--- config.mk ---
export PLATFORM = sky130hd
export DESIGN_NAME = port_wrr_scheduler
export DESIGN_NICKNAME = d
export VERILOG_FILES = /design/src/rtl/hydra_pkg.sv /design/src/rtl/prio_rotate_pick.sv /design/src/rtl/port_wrr_scheduler.sv
export SDC_FILE = /design/constraint.sdc
export NUM_CORES = 1
export LEC_CHECK = 0
export ABC_AREA = 0
export BUFFER_PORTS_ARGS = -buffer_cell sky130_fd_sc_hd__buf_2
export CORE_ASPECT_RATIO = 0.6
export CORE_MARGIN = 2
export CORE_UTILIZATION = 38
export CTS_BUF_LIST = sky130_fd_sc_hd__clkbuf_4 sky130_fd_sc_hd__clkbuf_8 sky130_fd_sc_hd__clkbuf_16
export DETAILED_ROUTE_END_ITERATION = 6
export PLACE_DENSITY_LB_ADDON = 0.2
export SLEW_MARGIN = 20
export SYNTH_ARGS = -nofsm -noshare
export SYNTH_HDL_FRONTEND = slang
export SYNTH_SLANG_ARGS = --single-unit
--- constraint.sdc ---
create_clock -name clk -period 5 [get_ports clk]
set_input_delay 1 -clock clk [delete_from_list [all_inputs] [get_ports clk]]
set_output_delay 1 -clock clk [all_outputs]
set_load 0.03 [all_outputs]
--- src/rtl/hydra_pkg.sv ---
`default_nettype none
// ============================================================================
//  Module      : hydra_pkg
//  Description : Shared types, sizes and helpers for the hydra per-port
//                queue scheduler.
//  Revision    : 1.0  initial release
// ============================================================================
package hydra_pkg;

  localparam int NUM_PRIO = 8;   // priority queues per output port, 7 highest
  localparam int PRIO_W   = 3;   // width of a priority index
  localparam int CREDIT_W = 4;   // WRR credit width, must hold NUM_PRIO

  typedef enum logic [1:0] {
    IDLE  = 2'd0,
    GRANT = 2'd1,
    BUSY  = 2'd2
  } sched_state_t;

  // WRR weight of queue p: higher priority queues earn more packets per round.
  function automatic logic [CREDIT_W-1:0] wrr_weight(input logic [PRIO_W-1:0] p);
    return CREDIT_W'(p) + CREDIT_W'(1);
  endfunction

endpackage
`default_nettype wire

--- src/rtl/prio_rotate_pick.sv ---
`default_nettype none
// ============================================================================
//  Module      : prio_rotate_pick
//  Description : Combinational rotating priority encoder. Scans the request
//                vector downward starting at i_start (inclusive), wrapping
//                from 0 to NUM_PRIO-1, and reports the first set bit.
//  Revision    : 1.0  initial release
// ============================================================================
module prio_rotate_pick
  import hydra_pkg::*;
(
  input  logic [NUM_PRIO-1:0] i_req,
  input  logic [PRIO_W-1:0]   i_start,
  output logic                o_found,
  output logic [PRIO_W-1:0]   o_idx
);

  // Walk i_start, i_start-1, ... (mod NUM_PRIO) and latch the first requester.
  always_comb begin
    logic [PRIO_W-1:0] w_cand;
    o_found = 1'b0;
    o_idx   = '0;
    w_cand  = '0;
    for (int i = 0; i < NUM_PRIO; i++) begin
      w_cand = i_start - PRIO_W'(i);
      if (!o_found && i_req[w_cand]) begin
        o_found = 1'b1;
        o_idx   = w_cand;
      end
    end
  end

endmodule
`default_nettype wire

--- src/rtl/port_wrr_scheduler.sv ---
`default_nettype none
// ============================================================================
//  Module      : port_wrr_scheduler
//  Description : Per-output-port queue scheduler. Picks one of NUM_PRIO
//                priority queues per grant using strict priority or weighted
//                round robin, and tracks the granted packet until its EOP.
//  Revision    : 1.0  initial release
// ============================================================================
module port_wrr_scheduler
  import hydra_pkg::*;
(
  input  logic                clk,
  input  logic                rst,
  input  logic                i_wrr_enable,
  input  logic [NUM_PRIO-1:0] i_queue_nonempty,
  input  logic                i_ready,
  input  logic                i_pkt_done,
  output logic                o_grant_vld,
  output logic [PRIO_W-1:0]   o_grant_prio,
  output logic                o_busy
);

  sched_state_t        r_state;
  sched_state_t        w_state_nxt;
  logic [PRIO_W-1:0]   r_rr_ptr;
  logic [PRIO_W-1:0]   r_grant_prio;
  logic                r_wrr_prev;

  logic                w_idle;
  logic                w_wrr_rise;
  logic                w_start;
  logic                w_reload;
  logic [PRIO_W-1:0]   w_ptr_eff;
  logic [NUM_PRIO-1:0] w_elig;
  logic [NUM_PRIO-1:0] w_a_req;
  logic [PRIO_W-1:0]   w_a_start;
  logic                w_a_found;
  logic [PRIO_W-1:0]   w_a_idx;
  logic                w_b_found;
  logic [PRIO_W-1:0]   w_b_idx;
  logic [PRIO_W-1:0]   w_pick;

  assign w_idle     = (r_state == IDLE);
  // Enabling WRR while idle starts a fresh round; selection in that same
  // cycle already sees the fresh credits and pointer.
  assign w_wrr_rise = w_idle && i_wrr_enable && !r_wrr_prev;
  assign w_ptr_eff  = w_wrr_rise ? PRIO_W'(NUM_PRIO - 1) : r_rr_ptr;
  assign w_start    = w_idle && i_ready && (|i_queue_nonempty);

  // Primary scan: strict priority from the top, or WRR over eligible queues
  // starting at the round-robin pointer.
  assign w_a_req   = i_wrr_enable ? w_elig    : i_queue_nonempty;
  assign w_a_start = i_wrr_enable ? w_ptr_eff : PRIO_W'(NUM_PRIO - 1);

  prio_rotate_pick u_pick_main (
    .i_req   (w_a_req),
    .i_start (w_a_start),
    .o_found (w_a_found),
    .o_idx   (w_a_idx)
  );

  // Fallback scan over the reloaded credit set: every credit is non-zero after
  // a reload, so eligibility collapses to non-empty.
  prio_rotate_pick u_pick_reload (
    .i_req   (i_queue_nonempty),
    .i_start (w_ptr_eff),
    .o_found (w_b_found),
    .o_idx   (w_b_idx)
  );

  assign w_reload = i_wrr_enable && !w_a_found && w_b_found;
  assign w_pick   = w_reload ? w_b_idx : w_a_idx;

  // Per-queue credit counters and their eligibility.
  for (genvar p = 0; p < NUM_PRIO; p++) begin : g_credit
    logic [CREDIT_W-1:0] r_credit;
    logic [CREDIT_W-1:0] w_credit_eff;
    logic [CREDIT_W-1:0] w_credit_base;

    assign w_credit_eff  = w_wrr_rise ? wrr_weight(PRIO_W'(p)) : r_credit;
    assign w_elig[p]     = i_queue_nonempty[p] && (w_credit_eff != '0);
    assign w_credit_base = (w_wrr_rise || w_reload) ? wrr_weight(PRIO_W'(p)) : r_credit;

    // Charge the picked queue one credit per WRR grant; never wraps below 0.
    always_ff @(posedge clk or posedge rst) begin
      if (rst) begin
        r_credit <= wrr_weight(PRIO_W'(p));
      end else if (w_idle) begin
        if (w_start && i_wrr_enable) begin
          if ((w_pick == PRIO_W'(p)) && (w_credit_base != '0)) begin
            r_credit <= w_credit_base - CREDIT_W'(1);
          end else begin
            r_credit <= w_credit_base;
          end
        end else if (w_wrr_rise) begin
          r_credit <= wrr_weight(PRIO_W'(p));
        end
      end
    end
  end

  // Selection bookkeeping: grant index, WRR pointer and the idle-sampled mode.
  always_ff @(posedge clk or posedge rst) begin
    if (rst) begin
      r_grant_prio <= '0;
      r_rr_ptr     <= PRIO_W'(NUM_PRIO - 1);
      r_wrr_prev   <= 1'b0;
    end else if (w_idle) begin
      r_wrr_prev <= i_wrr_enable;
      if (w_start) begin
        r_grant_prio <= w_pick;
        if (i_wrr_enable) begin
          r_rr_ptr <= w_pick;
        end
      end else if (w_wrr_rise) begin
        r_rr_ptr <= PRIO_W'(NUM_PRIO - 1);
      end
    end
  end

  // Grant FSM state register.
  always_ff @(posedge clk or posedge rst) begin
    if (rst) begin
      r_state <= IDLE;
    end else begin
      r_state <= w_state_nxt;
    end
  end

  // Next-state and per-state outputs; ready and pkt_done only matter in
  // IDLE and BUSY respectively.
  always_comb begin
    w_state_nxt = r_state;
    o_grant_vld = 1'b0;
    o_busy      = 1'b0;
    case (r_state)
      IDLE: begin
        if (w_start) begin
          w_state_nxt = GRANT;
        end
      end
      GRANT: begin
        o_grant_vld = 1'b1;
        o_busy      = 1'b1;
        w_state_nxt = BUSY;
      end
      BUSY: begin
        o_busy = 1'b1;
        if (i_pkt_done) begin
          w_state_nxt = IDLE;
        end
      end
      default: begin
        w_state_nxt = IDLE;
      end
    endcase
  end

  assign o_grant_prio = r_grant_prio;

endmodule
`default_nettype wire

---- After elaboration in Yosys (flattened, before gate mapping) ----
Cells that the tools add are included.
storage, ports and cells
  register bits after elaboration ......... 41
  input port bits ......................... 13
  output and inout port bits .............. 5
  logic and storage cells ................. 246
cells by class
  $add $sub $neg .......................... 22
  order comparisons ....................... 16
  eq/ne operators ......................... 12
  multiplexer cells ....................... 107
  reduce and logical (&&, ||, !) cells .... 77
operator list
  operator               number
  $mux W4                32
  $lt A3 B4 Y1 const B   16
  $reduce_bool A4 Y1     16
  $mux W3                21
  $bmux W1 S3            16
  $logic_and A1 B1 Y1    37
  $mux W1                34
  $sub A4 B1 Y4 const B  8
  $sub A3 B3 Y3 const B  8
  $logic_not A1 Y1       16
  $eq A3 B3 Y1 const B   4
  $sub A3 B2 Y3 const B  4
  $mux W8                1
  $reduce_or A8 Y1       1
  $eq A3 B2 Y1 const B   2
  $pmux W2 S3            1
  $reduce_and A2 Y1      3
  $sub A3 B1 Y3 const B  2
  $mux W2                2
  $ne A2 B2 Y1 const B   2
  $eq A3 B1 Y1 const B   1
  $logic_not A3 Y1       1
  $eq A2 B1 Y1 const B   1
  $eq A2 B2 Y1 const B   1
  4 further kinds        4

---- Depth between registers and ports, before layout ----
Gate-level depths: netlist of run 1.
  word-level depth ........................ 40
  depth in mapped cells ................... 24
  mapped depth without buffers ............ 21

---- Modules after synthesis ----
Synthesis of run 1 repeated with hierarchy kept, for this count alone.
unflattened totals
  cell total of the unflattened synthesis .. 548
  area, all modules ....................... 4938.5 um2
by module, submodules not included
  module              instances  cells an instance  area each (um2)  sequential area each (um2)
  port_wrr_scheduler  1          318                2761.4           1046.0
  prio_rotate_pick    2          115                1088.5           0.0

---- Worst setup path before layout of run 1 ----
No wires, ideal clock.
  kind .................................... input to register
  start point ............................. input port i_wrr_enable
  end point ............................... register g_credit[3].r_credit[1]
  setup time .............................. 0.104 ns
  arrival ................................. 5.416 ns
  data required time ...................... 4.896 ns
  path slack .............................. -0.520 ns
  stages on the path ...................... 19
  buffers on the path ..................... 6
  path through ............................ buf_2 > clkbuf_1 > buf_2 > nand3_1 > ha_1 > buf_1 > inv_2 > mux4_2 > o32ai_2 > nand4_1 > and2_1 > clkbuf_1 > clkbuf_1 > nand2_1 > ha_1 > or4b_2 > nand4_2 > nand3_1 > o311ai_1
on the way
  word-level cells in the longest chain between the ends .. 39
  elaborated cells on any way between the ends .. 148
  those cells by class .................... add/sub: 15; eq/ne: 1; mux: 79; reduce/logical: 53
ends and longest elaborated chain
  element                                                                 RTL line                  RTL
  start: declaration                                                      port_wrr_scheduler.sv:14  input logic i_wrr_enable,
  parallel branches: the longest is 38 deep, another holds $sub A3 B1 Y3  n/a
  $mux W4 *                                                               port_wrr_scheduler.sv:89  if (w_start && i_wrr_enable) begin
  end signal: assignment                                                  port_wrr_scheduler.sv:87  r_credit <= wrr_weight(PRIO_W'(p));
  end signal: assignment                                                  port_wrr_scheduler.sv:91  r_credit <= w_credit_base - CREDIT_W'(1);
  end signal: assignment                                                  port_wrr_scheduler.sv:93  r_credit <= w_credit_base;
  end: declaration                                                        port_wrr_scheduler.sv:76  logic [CREDIT_W-1:0] r_credit;
Every way passes the cells marked *. The select of a mux whose other input is x is not followed.
A chain may end at the register's enable or synchronous reset.

---- Worst setup path in the final report of run 1 ----
  start point ............................. input port i_wrr_enable
  end point ............................... register g_credit[7].r_credit[3]
on the way
  word-level cells in the longest chain between the ends .. 39
  elaborated cells on any way between the ends .. 148
  those cells by class .................... add/sub: 15; eq/ne: 1; mux: 79; reduce/logical: 53
ends and longest elaborated chain
  element                                                                 RTL line
  parallel branches: the longest is 38 deep, another holds $sub A3 B1 Y3  n/a
  $mux W4 *                                                               port_wrr_scheduler.sv:89
  end signal: assignment                                                  port_wrr_scheduler.sv:87
  end signal: assignment                                                  port_wrr_scheduler.sv:91
  end signal: assignment                                                  port_wrr_scheduler.sv:93
  end: declaration                                                        port_wrr_scheduler.sv:76
Marked as above.

==> key figures, run 1 <==
Run status
  • Status: finished, final reports clean

Die
  • Die W: 150.4 microns
  • I/O pin count: 18
  • Core Area: 0.01269 sq mm
  • Die Area: 0.01381 sq mm
  • # rows: 32
  • Initial Util: ~39%
  • Die height: 91.85 microns

Pwr
  • Tot Pwr: 4.404 mW
  • VDD IR max: 0.3895 mV
  • Cell Pwr Density: roughly 710 mW/mm^2
  • Leak Pwr: about 2.7 nW

Setup path
  • Critical path data required time: 5220 ps
  • Reg2reg setup slack: 270 ps
  • Launch point of the worst path: i_wrr_enable
  • Crit-path max FO: 10
  • Startpoint types: input port
  • Arrival @ worst endpoint: 5050 ps
  • Critical register-to-register path startpoint: r_state[0]
  • Critical path class: in2reg
  • Crit end category: flop

Synth
  • Most used DFF post-synth: dfrtp_1
  • Synthesized net count: 633
  • EDFF count, synth: 0
  • #FFs+latches synth: 41
  • Syn Std Cell Area: 0.004887 sq mm
  • Number of distinct library cells after synthesis: 97
  • Avg Cell Area, Syn: 8.091 sq um
  • Mapped Cells: just over 600
  • Asr flop ratio synth: 100.0%
  • Yosys warning count: 0
  • Register area share after synthesis: 21.40%

Global routing
  • Grt total ovfl: 0
  • Overall global routing resource usage: 27.20%
  • Via count of the first global-routing pass: around 5300
  • First-pass GRT wire length: 29.12 mm
  • Largest net degree at the start of global routing: 36
  • Initial antenna violation count: 0

Timing
  • Slew @ Worst Pin: 643.1 ps
  • Fin crit share: 96.67%
  • Clock Skew: 3.950 ps
  • Final setup margin: 166.6 ps
  • Fmax: 206.9 MHz
  • Max-slew violations: 0
  • RSZ-0062 raised after global routing: false
  • Fin Hold WS: between 500 and 600 ps
  • Hold Violations, Final: 0
  • Fin crit period: 4833 ps
  • Setup violators final: 0
  • Max-slew headroom: 56.97%

Clock tree
  • CTS buffer count: 5
  • Clock Latency Late Sink: 290 ps
  • Clock buffer depth: 2
  • H-tree depth: 2
  • Clock tree from TritonCTS: yes
  • Post-CTS Hold Fix Bufs: 0
  • CTS Root Cell: clkbuf_16
  • CTS clock-pin slew for the worst setup and hold paths: 60 ps
  • CTS Sinks: 41

Detailed routing
  • Initial DRT Pass Iterations: 5
  • Remaining DRCs: 0
  • Starting DRT DRC Count: ~670
  • DR WL/cell: 20.86 microns
  • Number of vias per cell: ~6.3
  • Via count: 5609
  • Total Routed Length: 18.44 mm
  • Antenna viol nets, final: 0

Place
  • Place WS: -205.9 ps
  • Placement Cell Area: 0.005979 sq mm
  • Number of port buffers: 17
  • DP Wirelength: 14.71 mm
  • Dpl cells: between 800 and 900
  • RD Place Congestion: ~0.98

Finish
  • Final nets: 742
  • Design area: roughly 0.0062 sq mm
  • Syn-to-layout area delta: 26.68%
  • Number of diodes: 0
  • Final std cells w/o fill: between 800 and 900
  • Fraction of layout cells with a size suffix above 1: 30.11%

Worst hold path
  • Hold Startpoint: g_credit[0].r_credit[0]
  • Min-Delay Path Class: reg2reg

Run
  • Total of max-cap violations: 0
==> final cells by class <==
cell class	count	area, sq um
fill	1196	6501
tap	170	212.7
sequential	41	1046
timing repair buffer	136	991.0
multi-input combinational	501	3657
clock buffer	7	146.4
inverter	28	107.6
clock inverter	1	30.03
==> through the flow <==
| step | util (%) | TNS [ps] |
|---|---|---|
| 4_1_cts | 48.50 | 0 |
| 6_report | 48.78 | 0 |
| 3_5_place_dp | 47.11 | -2414 |
| 5_1_grt | 48.78 | 0 |
| 3_3_place_gp | 47.11 | -918.1 |
| 2_1_floorplan | - | -15.80 |
==> cells by family after synthesis <==
kind of cell	Yosys count	share of synthesized area, %
simple gates	263	28.37
compound gates	184	30.36
buf+inv	62	5.658
flops	41	21.40
mux	34	9.396
fa+ha+maj	16	4.096
xor+xnor	4	0.7170
==> state kept, by name, summed over array words and instances (netlist names) <==
signal / cells
o_grant_prio: 3
r_wrr_prev: 1
g_credit.r_credit: 32
r_state: 2
r_rr_ptr: 3
==> path summary, 6_finish.rpt <==
check | cells after the start | end
max | 16 | g_credit[7].r_credit[3]
min | 1 | g_credit[0].r_credit[0]
max reg2reg | 17 | g_credit[7].r_credit[3]
min reg2reg | 1 | g_credit[0].r_credit[0]
max in group asynchronous | 3 | g_credit[0].r_credit[0]
min in group asynchronous | 2 | g_credit[2].r_credit[2]
==> repair_timing <==
item,4_1_cts,5_1_grt
buffers inserted,0,2
endpoints found under the setup margin,0,31
gates resized for setup,0,6
==> worst max-delay path, cell delays in order <==
cell,delay [ps]
buf_2,130
nand3b_1,140
nand2_1,120
ha_2,200
or2_2,300
o221ai_4,170
mux4_2,580
or4b_4,560
or3_1,340
a21o_1,180
o211ai_2,130
a32oi_4,260
buf_4,230
nor4_4,320
nand2_1,160
o22a_1,230
==> power by group <==
group / leakage (nW) / switching [mW] / internal (mW)
logic: 2.07 / 1.88 / 1.47
clock network: 0.0875 / 0.135 / 0.255
registers: 0.489 / 0.171 / 0.491
==> routing by layer <==
metal / track usage, % / part of all wire, %
met4: 4.009 / 1.3
met5: 0 / 0
met2: 36.36 / 38
met3: 7.214 / 11
met1: 43.30 / 49
==> synth_stat cells, types with 6 or more instances <==
| cell | n | area share (%) |
|---|---|---|
| o211a_1 | 8 | 1.6 |
| ha_1 | 16 | 4.1 |
| mux4_2 | 9 | 4.1 |
| nand4b_1 | 7 | 1.3 |
| buf_2 | 11 | 1.1 |
| a31oi_1 | 9 | 1.2 |
| o211ai_1 | 13 | 2.0 |
| nand4_1 | 6 | 0.77 |
| dfrtp_1 | 25 | 13 |
| inv_1 | 26 | 2.0 |
| nand2_1 | 69 | 5.3 |
| o31ai_1 | 6 | 0.92 |
| a21oi_1 | 28 | 2.9 |
| a211oi_1 | 12 | 1.8 |
| nor4_1 | 11 | 1.4 |
| clkbuf_1 | 17 | 1.3 |
| o21ai_0 | 21 | 2.2 |
| nor3_1 | 12 | 1.2 |
| nand3_1 | 25 | 2.6 |
| nor2_1 | 62 | 4.8 |
| nand2b_1 | 14 | 1.8 |
| dfstp_2 | 16 | 8.6 |
| o41a_1 | 6 | 1.4 |
| o311a_1 | 6 | 1.2 |
| mux2i_1 | 20 | 4.1 |
| and3_1 | 9 | 1.2 |
| and2_1 | 6 | 0.77 |
==> layout by cell type (no fill, tap or decap), types with 9 or more instances in the layout <==
cell,instances
mux4_2,9
o211ai_1,13
nand2b_1,13
a211oi_1,12
buf_2,17
mux2i_1,20
ha_1,14
nand3_1,24
a31oi_1,9
nor3_1,12
nor2_1,62
and3_1,9
dfstp_2,16
inv_1,26
dfrtp_1,25
nor4_1,10
buf_4,118
o21ai_0,21
nand2_1,68
a21oi_1,28
Note: power is estimated with default switching activity, not from simulation.
==> inputs of run 2 (changes only) <==
- clock period: 5 -> 3.94 ns (I/O delays scaled with it)
==> run 2 against run 1 <==
The run now ends with setup timing left; combinational power increased by 81%; non-clock buffer count increased by 160; clock-buffer cell count decreased by 2; die area unchanged; flip-flop and latch count unchanged; utilization increased by 14 points; wire length increased by 16%; critical endpoint is now g_credit[5].r_credit[0]; highest routed layer unchanged.
==> key figures, run 2 (synthesis results as in run 1) <==
Run status
  • Status: finished with violations
  • Failing checks: setup timing

Die
  • Core Area: 0.01269 sq mm (unchanged)
  • Die height: 91.85 microns (unchanged)
  • Initial Util: 38.51% (unchanged)
  • # rows: 32 (unchanged)
  • I/O pin count: 18 (unchanged)
  • Die Area: 0.01381 sq mm (unchanged)
  • Die W: 150.4 microns (unchanged)

Setup path
  • R2R depth: 18 (+1)
  • Crit Reg-Reg Endpoint: g_credit[5].r_credit[0]
  • Arrival @ worst endpoint: 4530 ps (-520 ps)
  • Crit end category: flop
  • Critical path data required time: 4140 ps (-1080 ps)
  • Critical path class: reg2reg
  • Reg2reg setup slack: -390 ps (-660 ps)
  • Startpoint types: flop
  • Crit-path max FO: 6 (-4)
  • Critical register-to-register path startpoint: r_state[0]

Worst hold path
  • Worst hold endpoint: o_grant_prio[1]
  • Hold Startpoint: o_grant_prio[1]
  • Min-Delay Path Class: reg2reg
  • WHS Path Cells: 2 (+1)

Place
  • Dpl cells: 994 (+14%)
  • RD Place Congestion: 0.9681 (-0.87%)
  • Place WS: -902.2 ps (-696.4 ps)
  • Number of port buffers: 17 (unchanged)
  • Placement Cell Area: 0.006998 sq mm (+17%)
  • DP Wirelength: 16.59 mm (+13%)

Clock tree
  • Post-CTS Hold Fix Bufs: 0 (unchanged)
  • CTS Sinks: 41 (unchanged)
  • CTS Root Cell: clkbuf_16
  • CTS clock-pin slew for the worst setup and hold paths: 60 ps (about the same)
  • CTS buffer count: 5 (unchanged)
  • H-tree depth: 2 (unchanged)
  • Clock buffer depth: 2 (unchanged)
  • Clock Latency Late Sink: 290 ps (about the same)
  • Clock tree from TritonCTS: yes

Detailed routing
  • Initial DRT Pass Iterations: 5 (unchanged)
  • Via count: 6314 (+13%)
  • Antenna viol nets, final: 0 (unchanged)
  • Total Routed Length: 21.44 mm (+16%)
  • Remaining DRCs: 0 (unchanged)
  • Starting DRT DRC Count: 525 (-22%)
  • Number of vias per cell: 6.054 (-4.6%)
  • DR WL/cell: 20.55 microns (-1.5%)

Finish
  • Area of the multi-input gates: 0.004174 sq mm (+14%)
  • Largest register FFs: 32 (unchanged)
  • Largest Register: g_credit.r_credit
  • Final core occ: 62.85% (+14 points)
  • Commonest cells after routing, fill and taps aside: buf_4 (260), nand2_1 (61), nor2_1 (55)
  • Fraction of layout cells with a size suffix above 1: 50.29% (+20 points)
  • Final nets: 902 (+22%)
  • Commonest non-fill, non-tap cell in the layout: buf_4
  • Register area: 0.001046 sq mm (unchanged)
  • Number of diodes: 0 (unchanged)
  • Design area: 0.007976 sq mm (+29%)
  • Final std cells w/o fill: 1043 (+18%)
  • Filler cell count: 1061 (-11%)
  • Syn-to-layout area delta: 63.21%

Pwr
  • VDD IR max: 0.4384 mV (+13%)
  • Cell Pwr Density: 913.3 mW/mm^2 (+28%)
  • Leak Pwr: 3.556 nW (+34%)
  • Tot Pwr: 7.285 mW (+65%)

Timing
  • Max-slew violations: 0 (unchanged)
  • Hold Violations, Final: 0 (unchanged)
  • RSZ-0062 raised after global routing: true
  • Sum Neg Setup Slack: -10090 ps (-10090 ps)
  • Setup violators final: 35 (+35)
  • Fin Hold WS: 551.1 ps (+13.59 ps)
  • Slew @ Worst Pin: 631.7 ps (-11.41 ps)
  • Final setup margin: -389.7 ps (-556.2 ps)
  • Fin crit period: 4330 ps
  • Fin crit share: 109.9%
  • Max-slew headroom: 57.83% (+0.86 points)
  • Clock Skew: 7.503 ps (+3.553 ps)
  • Fmax: 231.0 MHz

Global routing
  • First-pass GRT wire length: 33.00 mm (+13%)
  • Grt total ovfl: 0 (unchanged)
  • Largest net degree at the start of global routing: 29 (-19%)
  • Overall global routing resource usage: 30.68% (+3.5 points)
  • Initial antenna violation count: 0 (unchanged)
  • Via count of the first global-routing pass: 6086 (+15%)

Run
  • Total of max-cap violations: 0 (unchanged)
[run 2: cell count changes in the layout (fill, tap and decap cells not counted), moves of 5 or more]
cell,change
buf_6,+17
a21oi_1,-6
buf_4,+142
a21oi_2,+6
nand2_1,-7
inv_2,+5
inv_1,-5
nand3_1,-6
nor2_1,-7
[run 2: timing repair]
action,in CTS,in global routing
gates resized for setup,67,51
buffers inserted,28,15
gates cloned,0,0
endpoints found under the setup margin,38,38
pin swaps,29,36
[run 2: worst max-delay path, cell delays in order (launching register included)]
cell,delay (ps)
dfrtp_1,370
inv_2,60
ha_4,160
nand3b_1,160
buf_6,130
nand2_4,60
ha_4,170
or2_4,250
o221ai_4,160
mux4_2,540
or4b_4,520
or3_4,350
buf_6,130
nor2_4,70
or3_4,140
o21a_4,220
nand2_8,110
a311oi_4,370
mux2i_1,240
[run 2: layout make-up]
cell class                      instances  share of cell area [%]
Tap cell                              170                   2.667
Inverter                               28                   1.380
Timing Repair Buffer                  296                   28.50
Sequential cell                        41                   13.11
Multi-Input combinational cell        501                   52.33
Clock inverter                          2                  0.4392
Clock buffer                            5                   1.569
[run 2: how the worst max path moves through the flow]
stage               depth (start not counted)  slack, ps                      end         start
finish                                     18       -390  g_credit[5].r_credit[0]    r_state[0]
global route                               18       -540  g_credit[5].r_credit[1]    r_state[1]
CTS                                        15       -400  g_credit[5].r_credit[0]  i_wrr_enable
detailed placement                         18       -900  g_credit[2].r_credit[2]  i_wrr_enable
global placement                           18       -890  g_credit[2].r_credit[2]  i_wrr_enable
floorplan                                  17       -620  g_credit[7].r_credit[0]  i_wrr_enable
[run 2: layer usage]
layer / part of all wire [%] / routed length [microns] / GRT usage [%]
met1: 46 / 9962 / 46.60
met2: 41 / 8774 / 42.61
met3: 11 / 2375 / 9.552
met4: 1.5 / 323 / 4.874
met5: 0 / 0 / 0
[run 2: power breakdown]
group	switching, mW	leakage (nW)	internal [mW]	total [mW]
clock	0.176	0.0797	0.295	0.471
sequential	0.136	0.489	0.621	0.757
combinational	3.14	2.99	2.92	6.06
==> inputs of run 3 (changes only) <==
- CORE_UTILIZATION: 38 -> 25
==> run 3 against run 2 <==
The run still ends with setup timing left; clock power is 5.3% higher; combinational power fell by 3%; worst hold slack lost 11 ps; critical path type is now in2reg.
==> key figures, run 3 (synthesis results as in run 1) <==
Run status
  • Status: finished with violations
  • Failing checks: setup timing

Clock tree
  • CTS buffer count: 5 (unchanged)
  • Clock tree from TritonCTS: yes
  • H-tree depth: 2 (unchanged)
  • Clock Latency Late Sink: 290 ps (about the same)
  • CTS clock-pin slew for the worst setup and hold paths: 60 ps (about the same)
  • Clock buffer depth: 2 (unchanged)
  • CTS Sinks: 41 (unchanged)
  • CTS Root Cell: clkbuf_16
  • Post-CTS Hold Fix Bufs: 0 (unchanged)

Setup path
  • Startpoint types: input port
  • Arrival @ worst endpoint: 4660 ps (+130 ps)
  • Crit-path max FO: 6 (unchanged)
  • Critical path data required time: 4110 ps (-30 ps)
  • Crit end category: flop
  • Critical path class: in2reg

Timing
  • Fin Hold WS: 539.7 ps (-11.32 ps)
  • Setup violators final: 37 (+5.7%)
  • Final setup margin: -543.9 ps (-154.2 ps)
  • Fmax: 223.0 MHz (-3.4%)
  • Hold Violations, Final: 0 (unchanged)
  • Max-slew headroom: 54.11% (-3.7 points)
  • RSZ-0062 raised after global routing: true
  • Max-slew violations: 0 (unchanged)
  • Fin crit period: 4484 ps (+154.2 ps)
  • Fin crit share: 113.8% (+3.9 points)
  • Sum Neg Setup Slack: -14980 ps (-4893 ps)
  • Slew @ Worst Pin: 688.4 ps (+56.68 ps)
  • Clock Skew: 4.296 ps (-3.207 ps)

Die
  • # rows: 39 (+22%)
  • Die W: 184.5 microns (+23%)
  • Die height: 112.3 microns (+22%)
  • Initial Util: 25.61% (-13 points)
  • I/O pin count: 18 (unchanged)
  • Die Area: 0.02072 sq mm (+50%)
  • Core Area: 0.01908 sq mm (+50%)

Detailed routing
  • Total Routed Length: 21.59 mm (+0.72%)
  • DR WL/cell: 19.22 microns (-6.5%)
  • Initial DRT Pass Iterations: 5 (unchanged)
  • Remaining DRCs: 0 (unchanged)
  • Starting DRT DRC Count: 608 (+16%)
  • Via count: 6104 (-3.3%)
  • Antenna viol nets, final: 0 (unchanged)
  • Number of vias per cell: 5.435 (-10%)

Place
  • Dpl cells: 1097 (+10%)
  • Number of port buffers: 17 (unchanged)
  • DP Wirelength: 17.64 mm (+6.3%)
  • RD Place Congestion: 0.9374 (-3.2%)

Pwr
  • Cell Pwr Density: 911.4 mW/mm^2 (-0.21%)
  • Leak Pwr: 3.481 nW (-2.1%)
  • VDD IR max: 0.4984 mV (+14%)

Global routing
  • Grt total ovfl: 0 (unchanged)
  • Overall global routing resource usage: 20.93% (-9.8 points)
  • First-pass GRT wire length: 33.44 mm (+1.3%)
  • Via count of the first global-routing pass: 5803 (-4.7%)
  • Initial antenna violation count: 0 (unchanged)
  • Largest net degree at the start of global routing: 42 (+45%)

Finish
  • Largest register FFs: 32 (unchanged)
  • Fraction of layout cells with a size suffix above 1: 46.44% (-3.8 points)
  • Final std cells w/o fill: 1123 (+7.7%)
  • Largest Register: g_credit.r_credit
  • Commonest non-fill, non-tap cell in the layout: buf_4
  • Number of diodes: 0 (unchanged)
  • Syn-to-layout area delta: 60.57%
  • Final nets: 885 (-1.9%)
  • Commonest cells after routing, fill and taps aside: buf_4 (244), nand2_1 (66), nor2_1 (58)

Worst hold path
  • Min-Delay Path Class: reg2reg

Run
  • Total of max-cap violations: 0 (unchanged)
-- run 3: metrics by stage --
step | setup WS, ps | utilization, % | instance area (sq um) | power, mW
2_1_floorplan | -623.7 | - | 5131 | 3.545
4_1_cts | -502.6 | 40.08 | 7647 | 6.795
3_5_place_dp | -877.9 | 37.65 | 7183 | 5.866
6_report | -543.9 | 41.13 | 7848 | 7.152
5_1_grt | -673.8 | 41.13 | 7848 | 7.593
3_3_place_gp | -840.9 | 37.65 | 7183 | 5.832
-- run 3: report_power, final --
| part | total [mW] | switching (mW) | leakage, nW | internal [mW] |
|---|---|---|---|---|
| registers | 0.768 | 0.146 | 0.489 | 0.622 |
| clock network | 0.496 | 0.180 | 0.0831 | 0.316 |
| logic | 5.89 | 3.07 | 2.91 | 2.82 |
-- run 3: layer usage --
layer  track usage, %  wire, microns  share of wire (%)  vias to the layer above
met5                0              0                  0                        -
met4            1.813             88               0.41                        0
met3            5.062           1982                9.2                       12
met2            27.17           8205                 38                      238
met1            34.64          11310                 52                     2998
li1                 -              -                  -                     2856
-- run 3: area by class of cell --
cell class	instances	area (sq um)
clock buffers	6	138.9
multi-input cells	501	4035
repair buffers	279	2147
flip-flops and latches	41	1046
fillers	1910	11230
clock inverters	2	37.54
inverters	28	110.1
well taps	266	332.8
-- run 3: worst paths after layout --
check / from / end / slack [ps] / cells past startpoint
hold / removal: o_grant_prio[0] / o_grant_prio[0] / 540 / 2
max in group asynchronous: rst / g_credit[4].r_credit[0] / 2920 / 3
min in group asynchronous: rst / g_credit[5].r_credit[0] / 610 / 3
setup / recovery: i_wrr_enable / g_credit[7].r_credit[2] / -540 / 16
setup reg to reg: r_state[0] / g_credit[7].r_credit[2] / -540 / 17
hold reg to reg: o_grant_prio[0] / o_grant_prio[0] / 540 / 2
-- run 3: timing repair --
action,CTS,global route
setup endpoints to repair,38,38
gates resized for setup,47,26
buffers inserted,9,9
pin swaps,20,9
-- run 3: critical path: stages --
cell      delay [ps]
buf_6            110
nand3b_1         180
nand2_2          160
ha_4             200
or2_4            240
o221ai_4         160
mux4_2           580
or4b_4           540
or3_4            390
a21o_1           170
o211ai_2          90
a32oi_4          250
buf_6            210
nor4_4           270
nand3_1          150
mux2i_1          160
